**config.mk**
```make
export PLATFORM = sky130hd
export DESIGN_NAME = lcd_refresh_ctrl
export DESIGN_NICKNAME = d
export VERILOG_FILES = /design/src/rtl/lcd_pkg.sv /design/src/rtl/lcd_byte_writer.sv /design/src/rtl/lcd_refresh_ctrl.sv
export SDC_FILE = /design/constraint.sdc
export NUM_CORES = 1
export LEC_CHECK = 0
export CAP_MARGIN = 20
export CORE_MARGIN = 8
export CORE_UTILIZATION = 45
export DETAILED_ROUTE_END_ITERATION = 16
export PLACE_DENSITY = 0.65
export SETUP_SLACK_MARGIN = 0.4
export SYNTH_ARGS = -nofsm -noshare
export SYNTH_HDL_FRONTEND = slang
export SYNTH_SLANG_ARGS = --single-unit
```
**constraint.sdc**
```tcl
create_clock -name clk -period 5.6 [get_ports clk]
set_input_delay 0.84 -clock clk [delete_from_list [all_inputs] [get_ports clk]]
set_output_delay 0.84 -clock clk [all_outputs]
set_load 0.01 [all_outputs]
```
**src/rtl/lcd_pkg.sv**
```systemverilog
// Shared types and constants for the HD44780 refresh controller.
// The byte writer and the sequencing FSM both import this package.
package lcd_pkg;

   typedef enum logic [2:0] {PWRUP, INIT, IDLE, START, FETCH, BYTE, DONE} state_t;
   typedef enum logic [1:0] {PH_INIT, PH_LINE1, PH_CHAR, PH_LINE2} phase_t;
   typedef enum logic [2:0] {W_IDLE, W_SETUP, W_STROBE, W_HOLD, W_WAIT} wr_state_t;

   localparam logic [7:0] LCD_FUNC_SET = 8'h38;
   localparam logic [7:0] LCD_DISP_ON  = 8'h0C;
   localparam logic [7:0] LCD_ENTRY    = 8'h06;
   localparam logic [7:0] LCD_CLEAR    = 8'h01;
   localparam logic [7:0] LCD_LINE1    = 8'h80;
   localparam logic [7:0] LCD_LINE2    = 8'hC0;

   // Bits needed to count 0..max_val-1 without overflow, never less than 1.
   function automatic int unsigned cnt_width(input int unsigned max_val);
      return (max_val < 2) ? 1 : int'($clog2(max_val + 1));
   endfunction

   function automatic logic [7:0] init_cmd(input logic [1:0] idx);
      case (idx)
         2'd0:    return LCD_FUNC_SET;
         2'd1:    return LCD_DISP_ON;
         2'd2:    return LCD_ENTRY;
         default: return LCD_CLEAR;
      endcase
   endfunction

endpackage

```
**src/rtl/lcd_byte_writer.sv**
```systemverilog
// Writes one byte to the panel: SETUP, E pulse, HOLD, then the settle wait.
// rs/data are captured on start and held untouched until the next start.
module lcd_byte_writer import lcd_pkg::*; #(
   parameter int unsigned E_PULSE_CYC  = 25,
   parameter int unsigned CMD_WAIT_CYC = 2500,
   parameter int unsigned CLR_WAIT_CYC = 100000
) (
   input  logic       clk,
   input  logic       rst_n,
   input  logic       start,
   input  logic       rs,
   input  logic [7:0] data,
   input  logic       long_wait,
   output logic       lcd_rs,
   output logic       lcd_e,
   output logic [7:0] lcd_data,
   output logic       done
);

   localparam int unsigned MAX_WAIT = (CLR_WAIT_CYC > CMD_WAIT_CYC) ? CLR_WAIT_CYC : CMD_WAIT_CYC;
   localparam int unsigned MAX_CYC  = (MAX_WAIT > E_PULSE_CYC) ? MAX_WAIT : E_PULSE_CYC;
   localparam int unsigned CW       = cnt_width(MAX_CYC);

   wr_state_t       state;
   logic [CW-1:0]   cnt;
   logic [CW-1:0]   wait_last;
   logic            long_r;

   assign wait_last = long_r ? CW'(CLR_WAIT_CYC - 1) : CW'(CMD_WAIT_CYC - 1);

   // Handshake: start is a one-cycle request honoured only in W_IDLE;
   // done is a one-cycle pulse once the settle wait has fully elapsed.
   always_ff @(posedge clk or negedge rst_n) begin
      if (!rst_n) begin
         state    <= W_IDLE;
         cnt      <= '0;
         long_r   <= 1'b0;
         lcd_rs   <= 1'b0;
         lcd_e    <= 1'b0;
         lcd_data <= 8'h00;
         done     <= 1'b0;
      end else begin
         done <= 1'b0;
         case (state)
            W_IDLE: if (start) begin
               lcd_rs   <= rs;
               lcd_data <= data;
               long_r   <= long_wait;
               state    <= W_SETUP;
            end
            W_SETUP: begin
               lcd_e <= 1'b1;
               cnt   <= '0;
               state <= W_STROBE;
            end
            W_STROBE: begin
               if (cnt == CW'(E_PULSE_CYC - 1)) begin
                  lcd_e <= 1'b0;
                  state <= W_HOLD;
               end else begin
                  cnt <= cnt + 1'b1;
               end
            end
            W_HOLD: begin
               cnt   <= '0;
               state <= W_WAIT;
            end
            W_WAIT: begin
               if (cnt == wait_last) begin
                  done  <= 1'b1;
                  state <= W_IDLE;
               end else begin
                  cnt <= cnt + 1'b1;
               end
            end
            default: state <= W_IDLE;
         endcase
      end
   end

endmodule

```
**src/rtl/lcd_refresh_ctrl.sv**
```systemverilog
// Sequences power-up, panel init and full 32-character redraws of the
// instruction label; a redraw uses a snapshot of opcode/imm4 taken at START.
module lcd_refresh_ctrl import lcd_pkg::*; #(
   parameter int unsigned PWRUP_CYC    = 750000,
   parameter int unsigned E_PULSE_CYC  = 25,
   parameter int unsigned CMD_WAIT_CYC = 2500,
   parameter int unsigned CLR_WAIT_CYC = 100000
) (
   input  logic       clk,
   input  logic       rst_n,
   input  logic [3:0] opcode,
   input  logic [3:0] imm4,
   input  logic       refresh,
   output logic [4:0] rom_addr,
   output logic [3:0] rom_opcode,
   output logic [3:0] rom_imm4,
   input  logic [7:0] rom_data,
   output logic       lcd_rs,
   output logic       lcd_rw,
   output logic       lcd_e,
   output logic [7:0] lcd_data,
   output logic       busy
);

   localparam int unsigned PW = cnt_width(PWRUP_CYC);

   state_t         state;
   phase_t         phase;
   logic [PW-1:0]  pwr_cnt;
   logic [1:0]     init_idx;
   logic           shown_valid;
   logic           pending;
   logic           wr_start;
   logic           wr_rs;
   logic [7:0]     wr_data;
   logic           wr_long;
   logic           wr_done;
   logic           redraw_req;

   assign lcd_rw     = 1'b0;
   assign redraw_req = refresh | pending | ~shown_valid |
                       ({opcode, imm4} != {rom_opcode, rom_imm4});

   always_ff @(posedge clk or negedge rst_n) begin
      if (!rst_n) begin
         state       <= PWRUP;
         phase       <= PH_INIT;
         pwr_cnt     <= '0;
         init_idx    <= 2'd0;
         shown_valid <= 1'b0;
         pending     <= 1'b0;
         rom_addr    <= 5'd0;
         rom_opcode  <= 4'd0;
         rom_imm4    <= 4'd0;
         busy        <= 1'b1;
         wr_start    <= 1'b0;
         wr_rs       <= 1'b0;
         wr_data     <= 8'h00;
         wr_long     <= 1'b0;
      end else begin
         wr_start <= 1'b0;
         // Requests while busy collapse into a single pending redraw.
         if (refresh && state != IDLE) pending <= 1'b1;
         case (state)
            PWRUP: begin
               if (pwr_cnt == PW'(PWRUP_CYC - 1)) state <= INIT;
               else pwr_cnt <= pwr_cnt + 1'b1;
            end
            INIT: begin
               wr_start <= 1'b1;
               wr_rs    <= 1'b0;
               wr_data  <= init_cmd(init_idx);
               wr_long  <= (init_cmd(init_idx) == LCD_CLEAR);
               phase    <= PH_INIT;
               state    <= BYTE;
            end
            IDLE: begin
               if (redraw_req) begin
                  busy  <= 1'b1;
                  state <= START;
               end
            end
            START: begin
               // A refresh in this very cycle arrives after the snapshot.
               pending    <= refresh;
               rom_opcode <= opcode;
               rom_imm4   <= imm4;
               rom_addr   <= 5'd0;
               wr_start   <= 1'b1;
               wr_rs      <= 1'b0;
               wr_data    <= LCD_LINE1;
               wr_long    <= 1'b0;
               phase      <= PH_LINE1;
               state      <= BYTE;
            end
            FETCH: begin
               wr_start <= 1'b1;
               wr_rs    <= 1'b1;
               wr_data  <= rom_data;
               wr_long  <= 1'b0;
               phase    <= PH_CHAR;
               state    <= BYTE;
            end
            BYTE: begin
               if (wr_done) begin
                  case (phase)
                     PH_INIT: begin
                        if (init_idx == 2'd3) begin
                           busy  <= 1'b0;
                           state <= IDLE;
                        end else begin
                           init_idx <= init_idx + 2'd1;
                           state    <= INIT;
                        end
                     end
                     PH_LINE1: state <= FETCH;
                     PH_CHAR: begin
                        if (rom_addr == 5'd31) begin
                           state <= DONE;
                        end else if (rom_addr == 5'd15) begin
                           wr_start <= 1'b1;
                           wr_rs    <= 1'b0;
                           wr_data  <= LCD_LINE2;
                           wr_long  <= 1'b0;
                           phase    <= PH_LINE2;
                        end else begin
                           rom_addr <= rom_addr + 5'd1;
                           state    <= FETCH;
                        end
                     end
                     default: begin
                        rom_addr <= rom_addr + 5'd1;
                        state    <= FETCH;
                     end
                  endcase
               end
            end
            DONE: begin
               shown_valid <= 1'b1;
               busy        <= 1'b0;
               state       <= IDLE;
            end
            default: state <= PWRUP;
         endcase
      end
   end

   lcd_byte_writer #(
      .E_PULSE_CYC  (E_PULSE_CYC),
      .CMD_WAIT_CYC (CMD_WAIT_CYC),
      .CLR_WAIT_CYC (CLR_WAIT_CYC)
   ) u_writer (
      .clk       (clk),
      .rst_n     (rst_n),
      .start     (wr_start),
      .rs        (wr_rs),
      .data      (wr_data),
      .long_wait (wr_long),
      .lcd_rs    (lcd_rs),
      .lcd_e     (lcd_e),
      .lcd_data  (lcd_data),
      .done      (wr_done)
   );

endmodule

```
# After elaboration in Yosys (flattened, before gate mapping)
# Cells that the tools add are included.
# word_totals
ff_bits,86
word_cells,156
# op_classes
reduce_logical,30
bitwise_logic,6
addsub,4
n_mux,55
eq_ne,40
# op_table
op,n
$mux 17,3
$pmux 17 s3,1
$mux 8,5
$pmux 8 s4,1
$pmux 3 s5,2
$reduce_and 5->1,5
$mux 3,8
$add 20x1->20 const B,1
$eq 20x20->1 const B,1
$ne 2x2->1 const B,10
$pmux 5 s2,2
$pmux 6 s3,1
$add 17x1->17 const B,1
$eq 17x17->1,1
$eq 17x5->1 const B,1
$mux 1,17
$mux 5,3
$eq 3x2->1 const B,4
$eq 3x3->1 const B,4
$reduce_bool 3->1,4
$mux 2,5
$pmux 1 s3,3
$eq 8x1->1 const B,1
$ne 2x1->1 const B,4
other kinds (26),47

# Depth between registers and ports, before layout
# logic_depth
ltp_word,6
mapped_depth,8
depth_no_buf,8

# Hierarchy
# Synthesis repeated with hierarchy kept, for this count alone.
# hier_totals
hier_cells,461
area_unflattened_um2,4685.7
# by_module_without_submodules
module,instances,seq_area_each_um2,cells_each,area_per_inst_um2
lcd_refresh_ctrl,1,1352.5,270,2807.7
lcd_byte_writer,1,800.8,191,1878.1

# Worst setup path before layout
# Ideal clock, no wire load.
# synth_timing
path_kind,reg-to-reg
from,reg rom_addr[0]
to,reg wr_data[3]
slack_ns,3.499
arrival_time_ns,1.975
period_less_slack_ns,2.101
t_required_ns,5.474
stages_incl_launch_ff,9
path_cell_list,dfrtp_1 ha_1 and3_1 ha_1 inv_1 a41oi_1 o21ai_1 nand2_1 a221o_1
# synth_via
elab_chain_cells,3
elab_cells_between_ends,5
classes_between,eq/ne (4); reduce/logical (1)
# synth_rtl
item,line,text
"start, declared",lcd_refresh_ctrl.sv:14,"output logic [4:0] rom_addr,"
"start signal, assigned",lcd_refresh_ctrl.sv:127,rom_addr <= rom_addr + 5'd1;
"start signal, assigned",lcd_refresh_ctrl.sv:132,rom_addr <= rom_addr + 5'd1;
$eq 5x4->1 or $eq 5x5->1 (tied branches),"lcd_refresh_ctrl.sv:120, lcd_refresh_ctrl.sv:118",
$ne 2x2->1 (no line),n/a,
$reduce_and 5->1 (no line) (*),n/a,
"end signal, assigned",lcd_refresh_ctrl.sv:72,wr_data <= init_cmd(init_idx);
"end signal, assigned",lcd_refresh_ctrl.sv:99,wr_data <= rom_data;
"end, declared",lcd_refresh_ctrl.sv:35,logic [7:0] wr_data;
# Every way passes the cells marked *; elsewhere a longest branch is shown, timed or not.
# A chain may end at the register's enable or synchronous reset.

# Final worst setup path
# layout_timing
from,reg u_writer.cnt[13]
to,reg u_writer.cnt[9]
# layout_via
elab_chain_cells,3
elab_cells_between_ends,5
classes_between,eq/ne (4); reduce/logical (1)
# layout_rtl
item,line,text
"start, declared",lcd_byte_writer.sv:25,logic [CW-1:0] cnt;
"start signal, assigned",lcd_byte_writer.sv:61,cnt <= cnt + 1'b1;
"start signal, assigned",lcd_byte_writer.sv:73,cnt <= cnt + 1'b1;
$eq 17x17->1 or $eq 17x5->1 (tied branches),"lcd_byte_writer.sv:69, lcd_byte_writer.sv:57",
$ne 2x2->1 (no line),n/a,
$reduce_and 3->1 (no line) (*),n/a,
# Marked as above.

==> results.sh <==
export IMPL_synth_common_cells="dfrtp_1, nand2_1, nor2_1"
export IMPL_r2r_start="u_writer.cnt[13]"
export IMPL_rsz0062_at_grt="no"
export IMPL_grt_max_degree=52
export IMPL_grt_pass1_vias=3224
export IMPL_min_period_ns=2.506
export IMPL_total_power_mw=1.154
export IMPL_finalSetupTns_ns=0
export IMPL_status="complete, no violations"
export IMPL_firstDrtPassIters=5
export IMPL_yosys_register_bits=86
export IMPL_clk_latency_ns=0.35
export IMPL_wl_per_cell_um=15.75
export IMPL_synthArstFlopShare=1.000
export IMPL_cp_data_arrival_time_ns=2.72
export IMPL_drive_gt1_frac=0.1121
export IMPL_r2r_end="u_writer.cnt[9]"
export IMPL_relSlewSlack=0.3690
export IMPL_clock_root_buffer="clkbuf_8"
export IMPL_cp_cell_sequence="nor4_1 -> nand4_1 -> a211oi_2 -> a2bb2oi_2 -> o21ai_0"
export IMPL_cts_clk_slew_worst_paths_ns=0.09
export IMPL_mappedNetlistArea_um2=4425
export IMPL_grt_ovfl_total=0
export IMPL_setup_viol=0
export IMPL_r2r_cells=5
export IMPL_reg2reg_slack_ns=3.09
export IMPL_yosys_area_top_type="dfrtp_1"
export IMPL_cts_tree="yes"
export IMPL_dieArea_um2=13260
export IMPL_wl_mm=9.402
export IMPL_hp_class="in -> async"
export IMPL_post_cts_buffers=0
export IMPL_post_route_util=0.5345
export IMPL_finalWorstSetupSlack_ns=3.094
export IMPL_io_pins=44
export IMPL_critical_path_required_ns=5.81
export IMPL_p_leak_nw=2.159
export IMPL_cts_inserted_buffers=9
export IMPL_fillers=873
export IMPL_antenna_found_initial=0
export IMPL_maxCapViolations=0
export IMPL_num_rows=36
export IMPL_avgViaCountPerCell=5.616
export IMPL_final_max_slew_violation_count=0
export IMPL_die_x_um=115.2
export IMPL_switching_share=0.2136
export IMPL_hold_viol=0
export IMPL_syn_inst=422
export IMPL_clock_path_buffers=2
export IMPL_comb_power_share=0.038
export IMPL_synth_most_common_cell="dfrtp_1"
export IMPL_postSynthAreaPerCell_um2=10.49
export IMPL_cts_resized=0
export IMPL_drtIter0Drc=251
export IMPL_crit_type="reg -> reg"
export IMPL_final_nets=490
export IMPL_cp_max_fo=14
export IMPL_cpLargestDelayFamily="compound AO/OA/AOI/OAI gates"
export IMPL_via_count=3353
export IMPL_place_congestion=0.8555
export IMPL_grt_pass1_wl_mm=16.35
export IMPL_power_switching_mw=0.2465
export IMPL_path_buf_inv=0
export IMPL_clockPowerShare=0.420
export IMPL_synth_seq_area_share=0.4866
export IMPL_dp_slack_ns=3.164
export IMPL_p_per_area_nw_per_um2=224.0
export IMPL_skew_ns=0.01161
export IMPL_area_growth_pct=16.43
export IMPL_h_tree_depth=3
export IMPL_seqPwrFrac=0.543
export IMPL_remaining_drc_errors=0
export IMPL_fp_dieH_um=115.2
export IMPL_cts_sinks=86
export IMPL_ir_drop_uv=117.2
export IMPL_internal_power_mw=0.9075
export IMPL_core_region_area_um2=9639
export IMPL_yosysTopAreaCellShare=0.4806
export IMPL_yosysUniqueCellTypes=67
export IMPL_crit_path_top_delay_cell="a211oi_2"
export IMPL_dp_hpwl_mm=6.654
export IMPL_max_freq_mhz=399.1
export IMPL_postCtsHoldBufs=0
export IMPL_slowest_delay_ns=0.64
export IMPL_yosys_warnings=0
export IMPL_io_buffer_count=42
export IMPL_synthTopCellsByArea="dfrtp_1, xnor2_1, mux2_2"
export IMPL_synthFlopType="dfrtp_1"
export IMPL_n_antenna_cell=0
export IMPL_synth_nets=453
export IMPL_synth_edf_count=0
export IMPL_endpoint_kind="flop"
export IMPL_worst_slew_pin_slew_ns=0.9413
export IMPL_start_kind="flop"
export IMPL_initial_core_util=0.4591
export IMPL_ant_nets=0
export IMPL_fin_crit_sh=0.4474
export IMPL_track_usage=0.1529
sequential cells by signal (all words and copies together) (netlist names):
name,count
pwr_cnt,20
init_idx,2
phase,2
wr_rs,1
wr_data,8
pending,1
u_writer.long_r,1
state,3
wr_start,1
busy,1
u_writer.state,3
shown_valid,1
rom_opcode,4
u_writer.lcd_rs,1
wr_long,1
rom_imm4,4
u_writer.lcd_e,1
u_writer.done,1
u_writer.lcd_data,8
rom_addr,5
u_writer.cnt,17
worst max-delay path by stage:
stage                                 from              end  slack, ns  cells after the start
after global routing      u_writer.cnt[13]  u_writer.cnt[9]       2.85                      5
after detailed placement  u_writer.cnt[13]  u_writer.cnt[9]       3.16                      5
after global placement    u_writer.cnt[13]  u_writer.cnt[9]       3.18                      5
after floorplan                rom_addr[0]       wr_data[3]       3.50                      8
final                     u_writer.cnt[13]  u_writer.cnt[9]       3.09                      5
after CTS                 u_writer.cnt[13]  u_writer.cnt[9]       3.13                      5
power by group through the flow:
stage          combinational [mW]  sequential, mW  clock, mW
2_1_floorplan             0.00893           0.640          0
3_3_place_gp               0.0448           0.638          0
3_5_place_dp               0.0451           0.638          0
4_1_cts                    0.0453           0.626      0.499
5_1_grt                    0.0488           0.627      0.531
6_report                   0.0434           0.626      0.485
cells by family (layout without fill, tap and decap cells):
family	Yosys count	count (layout)	synth area share
other cells	1	1	0.0008474
simple gates	146	146	0.1725
fa+ha+maj	12	12	0.03393
flops	86	86	0.4866
xor+xnor	34	34	0.06729
compound gates	84	84	0.1465
buf+inv	37	79	0.03675
mux	22	22	0.05570
layout by cell type, fill, tap and decap left out, types with 12 or more instances in the layout:
master / n
xnor2_1: 32
clkdlybuf4s50_1: 41
ha_1: 12
inv_1: 20
o21ai_0: 12
mux2_2: 21
nor2_1: 33
dfrtp_1: 85
nand4_1: 14
nand2_1: 34
nand3_1: 22
through the flow:
stage	area [µm²]	std cells	hold WS, ns
6_report	5152	597	0.4309
3_3_place_gp	4930	581	0.4508
5_1_grt	5152	597	0.4511
2_1_floorplan	4425	422	0.4284
4_1_cts	5152	597	0.4475
3_5_place_dp	4930	581	0.4518
metal layers:
layer	global-route usage	wire length [µm]	vias to the layer above
met5	0	0	-
met2	0.2171	4017	110
met1	0.2138	4513	1615
met3	0.05200	771	10
met4	0.04553	100	0
li1	-	-	1618
final cells by class:
cell class              instances  area, µm²  share of cell area
repair buffers                 43      425.4             0.08256
inverters                      20      75.07             0.01457
clock buffers                  10      137.6             0.02671
well taps                     133      166.4             0.03230
multi-input cells             299       2110              0.4094
clock inverters                 6      85.08             0.01651
flip-flops and latches         86       2153              0.4179
Power figures use the tool's default switching activity.
